$ cat src/rtl/disp_timing_if.sv
// Parallel display bus between a timing source and the receive front end.
// Carries raw sync/data pins plus recovered pixel strobe and timing status.
interface disp_timing_if #(
    parameter int RGB_W = 24
);
    logic             Disp_Hs;
    logic             Disp_Vs;
    logic             Disp_De;
    logic [RGB_W-1:0] Disp_Data;
    logic             Pix_Valid;
    logic [RGB_W-1:0] Pix_Data;
    logic [11:0]      H_Addr;
    logic [11:0]      V_Addr;
    logic             Frame_Begin;
    logic             Line_Begin;
    logic [11:0]      H_Total;
    logic [11:0]      H_Active;
    logic [11:0]      V_Total;
    logic [11:0]      V_Active;
    logic             Locked;
    logic             Fmt_Err;

    modport master (
        output Disp_Hs, Disp_Vs, Disp_De, Disp_Data,
        input  Pix_Valid, Pix_Data, H_Addr, V_Addr,
        input  Frame_Begin, Line_Begin,
        input  H_Total, H_Active, V_Total, V_Active,
        input  Locked, Fmt_Err
    );

    modport slave (
        input  Disp_Hs, Disp_Vs, Disp_De, Disp_Data,
        output Pix_Valid, Pix_Data, H_Addr, V_Addr,
        output Frame_Begin, Line_Begin,
        output H_Total, H_Active, V_Total, V_Active,
        output Locked, Fmt_Err
    );
endinterface

$ cat src/rtl/disp_timing_rx.sv
// Display timing receiver: recovers pixel coordinates, measures frame
// geometry and tracks timing lock across consecutive frames.
module disp_timing_rx #(
    parameter int RGB_W       = 24,
    parameter int LOCK_FRAMES = 2,
    parameter bit GATE_UNLOCK = 1'b1
) (
    input logic         clk_disp,
    input logic         rst_n,
    disp_timing_if.slave bus
);
    localparam logic [1:0]  ST_UNLOCKED = 2'd0;
    localparam logic [1:0]  ST_CHECK    = 2'd1;
    localparam logic [1:0]  ST_LOCKED   = 2'd2;
    localparam logic [11:0] CNT_MAX     = 12'hFFF;
    localparam logic [3:0]  LOCK_N      = 4'(LOCK_FRAMES);

    logic             s1_hs, s1_vs, s1_de;
    logic [RGB_W-1:0] s1_data;
    logic             p_hs, p_vs, p_de;
    logic             ok1, ok2;
    logic             hs_rise, vs_rise, de_fall;

    logic [11:0] hcnt, hact, lines, rows;
    logic [11:0] last_htot, last_hact;
    logic [11:0] hcnt_inc, htot_now, vtot_now;

    logic [1:0]  state, state_nxt;
    logic [3:0]  match_cnt, match_nxt, match_inc;
    logic        match, timeout, err_nxt, pix_ok;

    logic             pix_valid, frame_begin, line_begin;
    logic             locked, fmt_err;
    logic [RGB_W-1:0] pix_data;
    logic [11:0]      h_addr, v_addr;
    logic [11:0]      h_total, h_active, v_total, v_active;

    always_ff @(posedge clk_disp) begin
        if (!rst_n) begin
            s1_hs   <= 1'b0;
            s1_vs   <= 1'b0;
            s1_de   <= 1'b0;
            s1_data <= '0;
            p_hs    <= 1'b0;
            p_vs    <= 1'b0;
            p_de    <= 1'b0;
            ok1     <= 1'b0;
            ok2     <= 1'b0;
        end else begin
            s1_hs   <= bus.Disp_Hs;
            s1_vs   <= bus.Disp_Vs;
            s1_de   <= bus.Disp_De;
            s1_data <= bus.Disp_Data;
            p_hs    <= s1_hs;
            p_vs    <= s1_vs;
            p_de    <= s1_de;
            ok1     <= 1'b1;
            ok2     <= ok1;
        end
    end

    // Edges only count once the previous-sample register holds real pin data
    assign hs_rise = ok2 & s1_hs & ~p_hs;
    assign vs_rise = ok2 & s1_vs & ~p_vs;
    assign de_fall = ok2 & ~s1_de & p_de;

    assign hcnt_inc  = (hcnt == CNT_MAX) ? CNT_MAX : hcnt + 12'd1;
    assign htot_now  = hs_rise ? hcnt_inc : last_htot;
    assign vtot_now  = hs_rise ? lines + 12'd1 : lines;
    assign match_inc = match_cnt + 4'd1;
    assign timeout   = (hcnt == CNT_MAX - 12'd1) & ~hs_rise;
    assign pix_ok    = s1_de & (locked | ~GATE_UNLOCK);

    assign match = (htot_now == h_total) && (last_hact == h_active) &&
                   (vtot_now == v_total) && (rows == v_active);

    always_comb begin
        state_nxt = state;
        match_nxt = match_cnt;
        err_nxt   = 1'b0;
        if (timeout) begin
            state_nxt = ST_UNLOCKED;
            match_nxt = 4'd0;
            err_nxt   = (state == ST_LOCKED);
        end else if (vs_rise) begin
            case (state)
                ST_UNLOCKED: begin
                    state_nxt = ST_CHECK;
                    match_nxt = 4'd0;
                end
                ST_CHECK: begin
                    if (!match) begin
                        match_nxt = 4'd0;
                    end else if (match_inc >= LOCK_N) begin
                        state_nxt = ST_LOCKED;
                        match_nxt = 4'd0;
                    end else begin
                        match_nxt = match_inc;
                    end
                end
                ST_LOCKED: begin
                    if (!match) begin
                        state_nxt = ST_UNLOCKED;
                        err_nxt   = 1'b1;
                    end
                end
                default: begin
                    state_nxt = ST_UNLOCKED;
                    match_nxt = 4'd0;
                end
            endcase
        end
    end

    always_ff @(posedge clk_disp) begin
        if (!rst_n) begin
            hcnt      <= '0;
            hact      <= '0;
            lines     <= '0;
            rows      <= '0;
            last_htot <= '0;
            last_hact <= '0;
            state     <= ST_UNLOCKED;
            match_cnt <= '0;
        end else begin
            hcnt      <= hs_rise ? 12'd0 : hcnt_inc;
            state     <= state_nxt;
            match_cnt <= match_nxt;
            if (hs_rise)
                last_htot <= hcnt_inc;
            if (hs_rise)
                hact <= {11'd0, s1_de};
            else if (s1_de && hact != CNT_MAX)
                hact <= hact + 12'd1;
            if (de_fall)
                last_hact <= hact;
            if (vs_rise)
                lines <= 12'd0;
            else if (hs_rise)
                lines <= lines + 12'd1;
            if (vs_rise)
                rows <= 12'd0;
            else if (de_fall)
                rows <= rows + 12'd1;
        end
    end

    always_ff @(posedge clk_disp) begin
        if (!rst_n) begin
            pix_valid   <= 1'b0;
            pix_data    <= '0;
            h_addr      <= '0;
            v_addr      <= '0;
            frame_begin <= 1'b0;
            line_begin  <= 1'b0;
            h_total     <= '0;
            h_active    <= '0;
            v_total     <= '0;
            v_active    <= '0;
            locked      <= 1'b0;
            fmt_err     <= 1'b0;
        end else begin
            pix_valid   <= pix_ok;
            pix_data    <= pix_ok ? s1_data : '0;
            h_addr      <= (s1_de && !hs_rise) ? hact : 12'd0;
            v_addr      <= (s1_de && !vs_rise) ? rows : 12'd0;
            frame_begin <= vs_rise;
            line_begin  <= hs_rise;
            locked      <= (state_nxt == ST_LOCKED);
            fmt_err     <= err_nxt;
            if (vs_rise) begin
                h_total  <= htot_now;
                h_active <= last_hact;
                v_total  <= vtot_now;
                v_active <= rows;
            end
        end
    end

    assign bus.Pix_Valid   = pix_valid;
    assign bus.Pix_Data    = pix_data;
    assign bus.H_Addr      = h_addr;
    assign bus.V_Addr      = v_addr;
    assign bus.Frame_Begin = frame_begin;
    assign bus.Line_Begin  = line_begin;
    assign bus.H_Total     = h_total;
    assign bus.H_Active    = h_active;
    assign bus.V_Total     = v_total;
    assign bus.V_Active    = v_active;
    assign bus.Locked      = locked;
    assign bus.Fmt_Err     = fmt_err;
endmodule
$ cat src/flat_wrapper.sv
// flat-port wrapper written by rule: the top's interface ports become plain ports
module disp_timing_rx_flat 
#(
    parameter int RGB_W       = 24,
    parameter int LOCK_FRAMES = 2,
    parameter bit GATE_UNLOCK = 1'b1
)
  (clk_disp, rst_n, bus_Disp_Hs, bus_Disp_Vs, bus_Disp_De, bus_Disp_Data, bus_Pix_Valid, bus_Pix_Data, bus_H_Addr, bus_V_Addr, bus_Frame_Begin, bus_Line_Begin, bus_H_Total, bus_H_Active, bus_V_Total, bus_V_Active, bus_Locked, bus_Fmt_Err);
  disp_timing_if #(.RGB_W(RGB_W)) bus_i ();
  input logic clk_disp;
  input logic rst_n;
  input wire logic [$bits(bus_i.Disp_Hs)-1:0] bus_Disp_Hs;
  input wire logic [$bits(bus_i.Disp_Vs)-1:0] bus_Disp_Vs;
  input wire logic [$bits(bus_i.Disp_De)-1:0] bus_Disp_De;
  input wire logic [$bits(bus_i.Disp_Data)-1:0] bus_Disp_Data;
  output wire logic [$bits(bus_i.Pix_Valid)-1:0] bus_Pix_Valid;
  output wire logic [$bits(bus_i.Pix_Data)-1:0] bus_Pix_Data;
  output wire logic [$bits(bus_i.H_Addr)-1:0] bus_H_Addr;
  output wire logic [$bits(bus_i.V_Addr)-1:0] bus_V_Addr;
  output wire logic [$bits(bus_i.Frame_Begin)-1:0] bus_Frame_Begin;
  output wire logic [$bits(bus_i.Line_Begin)-1:0] bus_Line_Begin;
  output wire logic [$bits(bus_i.H_Total)-1:0] bus_H_Total;
  output wire logic [$bits(bus_i.H_Active)-1:0] bus_H_Active;
  output wire logic [$bits(bus_i.V_Total)-1:0] bus_V_Total;
  output wire logic [$bits(bus_i.V_Active)-1:0] bus_V_Active;
  output wire logic [$bits(bus_i.Locked)-1:0] bus_Locked;
  output wire logic [$bits(bus_i.Fmt_Err)-1:0] bus_Fmt_Err;
  assign bus_i.Disp_Hs = bus_Disp_Hs;
  assign bus_i.Disp_Vs = bus_Disp_Vs;
  assign bus_i.Disp_De = bus_Disp_De;
  assign bus_i.Disp_Data = bus_Disp_Data;
  assign bus_Pix_Valid = bus_i.Pix_Valid;
  assign bus_Pix_Data = bus_i.Pix_Data;
  assign bus_H_Addr = bus_i.H_Addr;
  assign bus_V_Addr = bus_i.V_Addr;
  assign bus_Frame_Begin = bus_i.Frame_Begin;
  assign bus_Line_Begin = bus_i.Line_Begin;
  assign bus_H_Total = bus_i.H_Total;
  assign bus_H_Active = bus_i.H_Active;
  assign bus_V_Total = bus_i.V_Total;
  assign bus_V_Active = bus_i.V_Active;
  assign bus_Locked = bus_i.Locked;
  assign bus_Fmt_Err = bus_i.Fmt_Err;
  disp_timing_rx #(.RGB_W(RGB_W), .LOCK_FRAMES(LOCK_FRAMES), .GATE_UNLOCK(GATE_UNLOCK)) u_core (.clk_disp(clk_disp), .rst_n(rst_n), .bus(bus_i));
endmodule
$ cat config.mk
export PLATFORM = sky130hd
export DESIGN_NAME = disp_timing_rx_flat
export DESIGN_NICKNAME = d
export VERILOG_FILES = /design/src/rtl/disp_timing_if.sv /design/src/rtl/disp_timing_rx.sv /design/src/flat_wrapper.sv
export SDC_FILE = /design/constraint.sdc
export NUM_CORES = 1
export LEC_CHECK = 0
export BUFFER_PORTS_ARGS = -buffer_cell sky130_fd_sc_hd__buf_2
export CORE_ASPECT_RATIO = 0.5
export CORE_UTILIZATION = 56
export DETAILED_ROUTE_END_ITERATION = 6
export GPL_TIMING_DRIVEN = 0
export PLACE_DENSITY = 0.87
export RECOVER_POWER = 50
export SYNTH_ARGS = -nofsm -noshare
export SYNTH_HDL_FRONTEND = slang
export SYNTH_SLANG_ARGS = --single-unit
$ cat constraint.sdc
create_clock -name clk_disp -period 3.8 [get_ports clk_disp]
set_input_delay 1.14 -clock clk_disp [delete_from_list [all_inputs] [get_ports clk_disp]]
set_output_delay 1.14 -clock clk_disp [all_outputs]
set_load 0.005 [all_outputs]
== Yosys cells after proc, flatten, opt, wreduce, memory -nomap -nowiden ==
Index checks and enable logic that the tools add are counted.
Storage, ports and cells
  flip-flop bits (word level): 211
  latch bits: 0
  bits in writable memories: 0
  memory bits (read-only): 0
  input port bits: 29
  output and inout bits: 101
  logic and storage cells: 96
  memories: 0
Operators by class
  add/subtract/negate cells: 5
  $mul: 0
  div/mod/pow operators: 0
  order comparisons: 1
  equal/unequal tests: 10
  shift-type cells: 0
  multiplexer cells: 19
  bitwise logic cells: 14
  reductions and logical operators: 17
Operators with widths (count)
  adder 12 x 1 -> 12 bit (second input constant): 4
  equality test 12 bit: 4
  two-way mux 12 bit: 3
  equality test 12 bit (second input constant): 2
  != test 12 bit (second input constant): 1
  two-way mux 2 bit: 5
  bitwise AND 1 bit: 8
  two-way mux 4 bit: 2
  one-hot mux 4 bit (2 select lines): 1
  AND reduction 2 bit: 4
  two-way mux 1 bit: 7
  logical AND 1 bit: 6
  NOT 1 bit: 6
  one-hot mux 2 bit (3 select lines): 1
  OR reduction 2 bit: 3
  adder 4 x 1 -> 4 bit (second input constant): 1
  equality test 2 bit (second input constant): 2
  greater-or-equal comparator 4 x 2 -> 1 bit (second input constant): 1
  equality test 2 x 1 -> 1 bit (second input constant): 1
  logical NOT 1 bit: 2
  logical NOT 2 bit: 1
  nonzero test 2 bit: 1

== Depth between registers and ports, before layout ==
  depth after elaboration: 12
  gate-level depth with buffers: 11
  gate-level depth less buffers: 9

== Worst setup path before layout ==
Ideal clock, no wire load.
  kind: register -> register
  start: reg u_core.hcnt[0]
  end: reg u_core.state[0]
  arrival: 2.810 ns
  data required time: 3.678 ns
  path slack: 0.869 ns
  stages on the path, launching flop included: 11
  path buffers: 1
  cells stage by stage: dfxtp_1 ha_1 and3_1 buf_2 a41oi_1 o31ai_1 xor2_1 or4_4 nor4_4 nand2_2 o311a_1
On the way
  word-level cells in the longest chain between the ends: 11
  elaborated cells between the ends (all ways): 15
Ends and longest elaborated chain
  from (decl): line disp_timing_rx.sv:24  | logic [11:0] hcnt, hact, lines, rows;
  from (signal assigned): line disp_timing_rx.sv:126  | hcnt <= hs_rise ? 12'd0 : hcnt_inc;
  adder 12 x 1 -> 12 bit or equality test 12 bit (tied branches): line disp_timing_rx.sv:67  | assign hcnt_inc = (hcnt == CNT_MAX) ? CNT_MAX : hcnt + 12'd1;
  two-way mux 12 bit: line disp_timing_rx.sv:67
  two-way mux 12 bit: line disp_timing_rx.sv:68  | assign htot_now = hs_rise ? hcnt_inc : last_htot;
  equality test 12 bit: line disp_timing_rx.sv:74  | assign match = (htot_now == h_total) && (last_hact == h_active) &&
  logical AND 1 bit (2 in a row): line disp_timing_rx.sv:74
  logical AND 1 bit: line disp_timing_rx.sv:75  | (vtot_now == v_total) && (rows == v_active);
  two-way mux 2 bit, on equally long branches: line disp_timing_rx.sv:102, disp_timing_rx.sv:92
  one-hot mux 2 bit (3 select lines): line disp_timing_rx.sv:86  | case (state)
  two-way mux 2 bit: line disp_timing_rx.sv:85  | end else if (vs_rise) begin
  two-way mux 2 bit (*): line disp_timing_rx.sv:81  | if (timeout) begin
  to (signal assigned): line disp_timing_rx.sv:127  | state <= state_nxt;
  to (decl): line disp_timing_rx.sv:28  | logic [1:0] state, state_nxt;
Every way passes the cells marked *; elsewhere a longest branch is shown, timed or not.
A chain may end at the register's enable or synchronous reset.

== Worst setup path after layout ==
Ends and elaborated chain as after synthesis.

==> run_results.csv <==
group,metric,value,unit
cells_and_area,areaGrowthSynthToFinish,17.9,%
setup_path,crit_fanout,9,
sta,clock_skew,0.0118,ns
sta,fmax,293,MHz
synth,yosysTopAreaCellShare,51.0,%
power_and_ir_drop,switching_share,22.1,%
power_and_ir_drop,p_per_area,447,nW/um2
sta,worstMarginPinSlew,0.927,ns
synth,yosysMostFrequentCell,"dfxtp_1",
floorplanning,design.die.area,15300,um2
drt,dr.pass1.iters,5,
synth,synth_area,8290,um2
synth,yosysUniqueCellTypes,63,
drt,wirelength,20200,um
synth,ys_ff_latch,211,
floorplanning,initial_core_util,59.2,%
floorplanning,core_area,14000,um2
global_route,met2_usage,44.4,%
global_route,grt_max_degree,18,
synth,ys.flop_type,"dfxtp_1",
synth,synth_edf_count,0,
clock_tree,h-tree-depth,1,
clock_tree,hold_buffers,0,
clock_tree,clockBufferDepth,3,
floorplanning,io_pins,130,
power_and_ir_drop,intPower,3.40,mW
power_and_ir_drop,leakage,4.10,nW
cells_and_area,multi_input_area,3850,um2
sta,finalMaxSlewViolations,0,
clock_tree,numCtsBuffers,19,
clock_tree,clock_tree.root_cell,"clkbuf_16",
cells_and_area,ff_latch_area,4220,um2
synth,syn_inst,879,
clock_tree,postCtsSetupBuffers,0,
clock_tree,cts-resized-gates,0,
global_route,grt.met3_usage,5.03,%
synth,avgSynthCellArea,9.43,um2
global_route,antenna_found_initial,0,
drt,drt_iter0_drc,432,
clock_tree,insertion_delay,0.48,ns
outcome,outcome,"finished clean",
placed_design,gp_congestion,0.886,
setup_path,path_class,"reg2reg",
global_route,grt_pass1_wl,32000,um
floorplanning,die_w,174,um
drt,postRouteAntennaNets,0,
cells_and_area,diodes,0,
clock_tree,cts_tree,"done",
global_route,grt_use_met1,34.4,%
drt,vias,6852,
power_and_ir_drop,sequentialPowerShare,51.8,%
placed_design,portBuffers,129,
floorplanning,row_count,30,
power_and_ir_drop,pwr-share-clk,43.8,%
global_route,busiest_layer,"met2",
clock_tree,clk_pin_slew,0.07,ns
drt,wl_per_cell,16.4,um
global_route,grt_pass1_vias,6484,
drt,drc,0,
synth,synth_area_leaders,"dfxtp_1 (51%), nand2_1 (5.9%), and2_1 (5.6%)",
hold_path,min_path_type,"reg2reg",
run,maxCapViolCount,0,
power_and_ir_drop,power,4.37,mW
power_and_ir_drop,p_sw,0.967,mW
global_route,grt_util_all_layers,26.2,%
global_route,grt_overflow,0,
setup_path,critPathLaunchType,"flop",
sta,fin_crit_sh,89.7,%
power_and_ir_drop,peakVddDrop,0.285,mV
power_and_ir_drop,combPwrFrac,4.4,%
drt,viasPerCell,5.56,
cells_and_area,drive_above_1_share,15.6,%
setup_path,end_kind,"flop",
sta,holdWs,0.426,ns
synth,synth_commonest_cells,"dfxtp_1 (211), nand2_1 (131), and2_1 (74), nor2_1 (59), xnor2_1 (48)",
sta,slew_headroom,37.6,%
sta,rsz0062_at_grt,"false",
sta,finalSetupViolCount,0,
clock_tree,clock-sinks,211,
cells_and_area,fin_nets,1065,
synth,yosysWarnings,0,
floorplanning,chipHeight,88.0,um
sta,setup_tns,0,ns
synth,seq_area_frac_synth,51.0,%
setup_path,crit_arrival,3.77,ns
placed_design,detailed_place_hpwl,14700,um
setup_path,required,4.16,ns
sta,hold_viol,0,
synth,syn_nets,915,
sta,finalCriticalPeriod,3.41,ns
synth,yosysTopAreaCell,"dfxtp_1",
cells_and_area,fillerInstances,1039,
synth,ys_async_sr_fraction,0,%
==> worst paths after layout <==
check                           from                 endpoint  slack [ns]  depth (start not counted)
setup / recovery      u_core.hcnt[0]          u_core.state[0]        0.39                         10
hold / removal    u_core.s1_data[13]  u_core.bus.Pix_Data[13]        0.43                          1
setup reg to reg      u_core.hcnt[0]          u_core.state[0]        0.39                         10
hold reg to reg   u_core.s1_data[13]  u_core.bus.Pix_Data[13]        0.43                          1
==> state kept, by name, summed over array words and instances (netlist names), 2 cells and up <==
name                 cells
u_core.last_htot        12
u_core.bus.Pix_Data     24
u_core.bus.H_Addr       12
u_core.hcnt             12
u_core.state             2
u_core.bus.H_Active     12
u_core.hact             12
u_core.s1_data          24
u_core.bus.V_Addr       12
u_core.bus.V_Active     12
u_core.last_hact        12
u_core.match_cnt         4
u_core.bus.V_Total      12
u_core.rows             12
u_core.lines            12
u_core.bus.H_Total      12
==> layout make-up <==
type / count / share of cell area [%]
flip-flops and latches: 211 / 43.2
multi-input cells: 612 / 39.4
repair buffers: 129 / 6.33
clock buffers: 24 / 5.57
well taps: 192 / 2.46
plain buffers: 47 / 1.86
clock inverters: 8 / 0.794
inverters: 9 / 0.346
==> power by group through the flow <==
stage / sequential (mW) / combinational (mW) / clock (mW)
detailed placement: 2.32 / 0.187 / 0
global route: 2.27 / 0.207 / 2.04
global placement: 2.31 / 0.182 / 0
finish: 2.27 / 0.191 / 1.91
CTS: 2.27 / 0.189 / 1.95
floorplan: 2.31 / 0.122 / 0
==> cells by family after synthesis <==
kind of cell             count (synthesis)  synth area share, %
XOR/XNOR                                77                 8.48
buffers and inverters                   56                 2.60
AO/OA/AOI/OAI                          119                 10.8
flip-flops                             211                 51.0
multiplexers                             4                0.513
AND/OR/NAND/NOR                        405                 25.6
adder cells (fa/ha/maj)                  7                 1.06
==> through the flow <==
step                      instance area, um2  util [%]  setup slack, ns  instances
after floorplan                         8290         -            0.869        879
after global placement                  9180      65.5            0.536       1200
after detailed placement                9180      65.5            0.485       1200
after CTS                               9800      70.0            0.453       1232
after global routing                    9770      69.8            0.283       1232
final                                   9770      69.8            0.392       1232
==> placed cells by master (no fill, tap or decap), types with 19 or more instances in the layout <==
cell type / synthesis / routed
a21boi_0: 41 / 41
and2_0: 0 / 27
and2_1: 74 / 47
and3_1: 32 / 32
buf_2: 4 / 111
clkbuf_1: 42 / 65
clkbuf_16: 0 / 19
dfxtp_1: 211 / 211
nand2_1: 131 / 131
nand3_1: 23 / 23
nand4_1: 19 / 19
nor2_1: 59 / 59
xnor2_1: 48 / 48
xor2_1: 27 / 27
==> layer usage <==
metal  vias up  part of all wire [%]
met5         -                     0
met4         0                   2.0
li1       3290                     -
met2       282                    45
met3        40                   8.0
met1      3240                    45
==> worst max-delay path, stage by stage (launching register included) <==
cell and delay, ns:
dfxtp_1 0.41, ha_1 0.23, and3_1 0.16, buf_2 0.20, a41oi_1 0.17, o31ai_1 0.49
xor2_1 0.15, or4_4 0.60, nor4_4 0.36, nand2_2 0.12, o311a_1 0.39
Power figures use the tool's default switching activity.
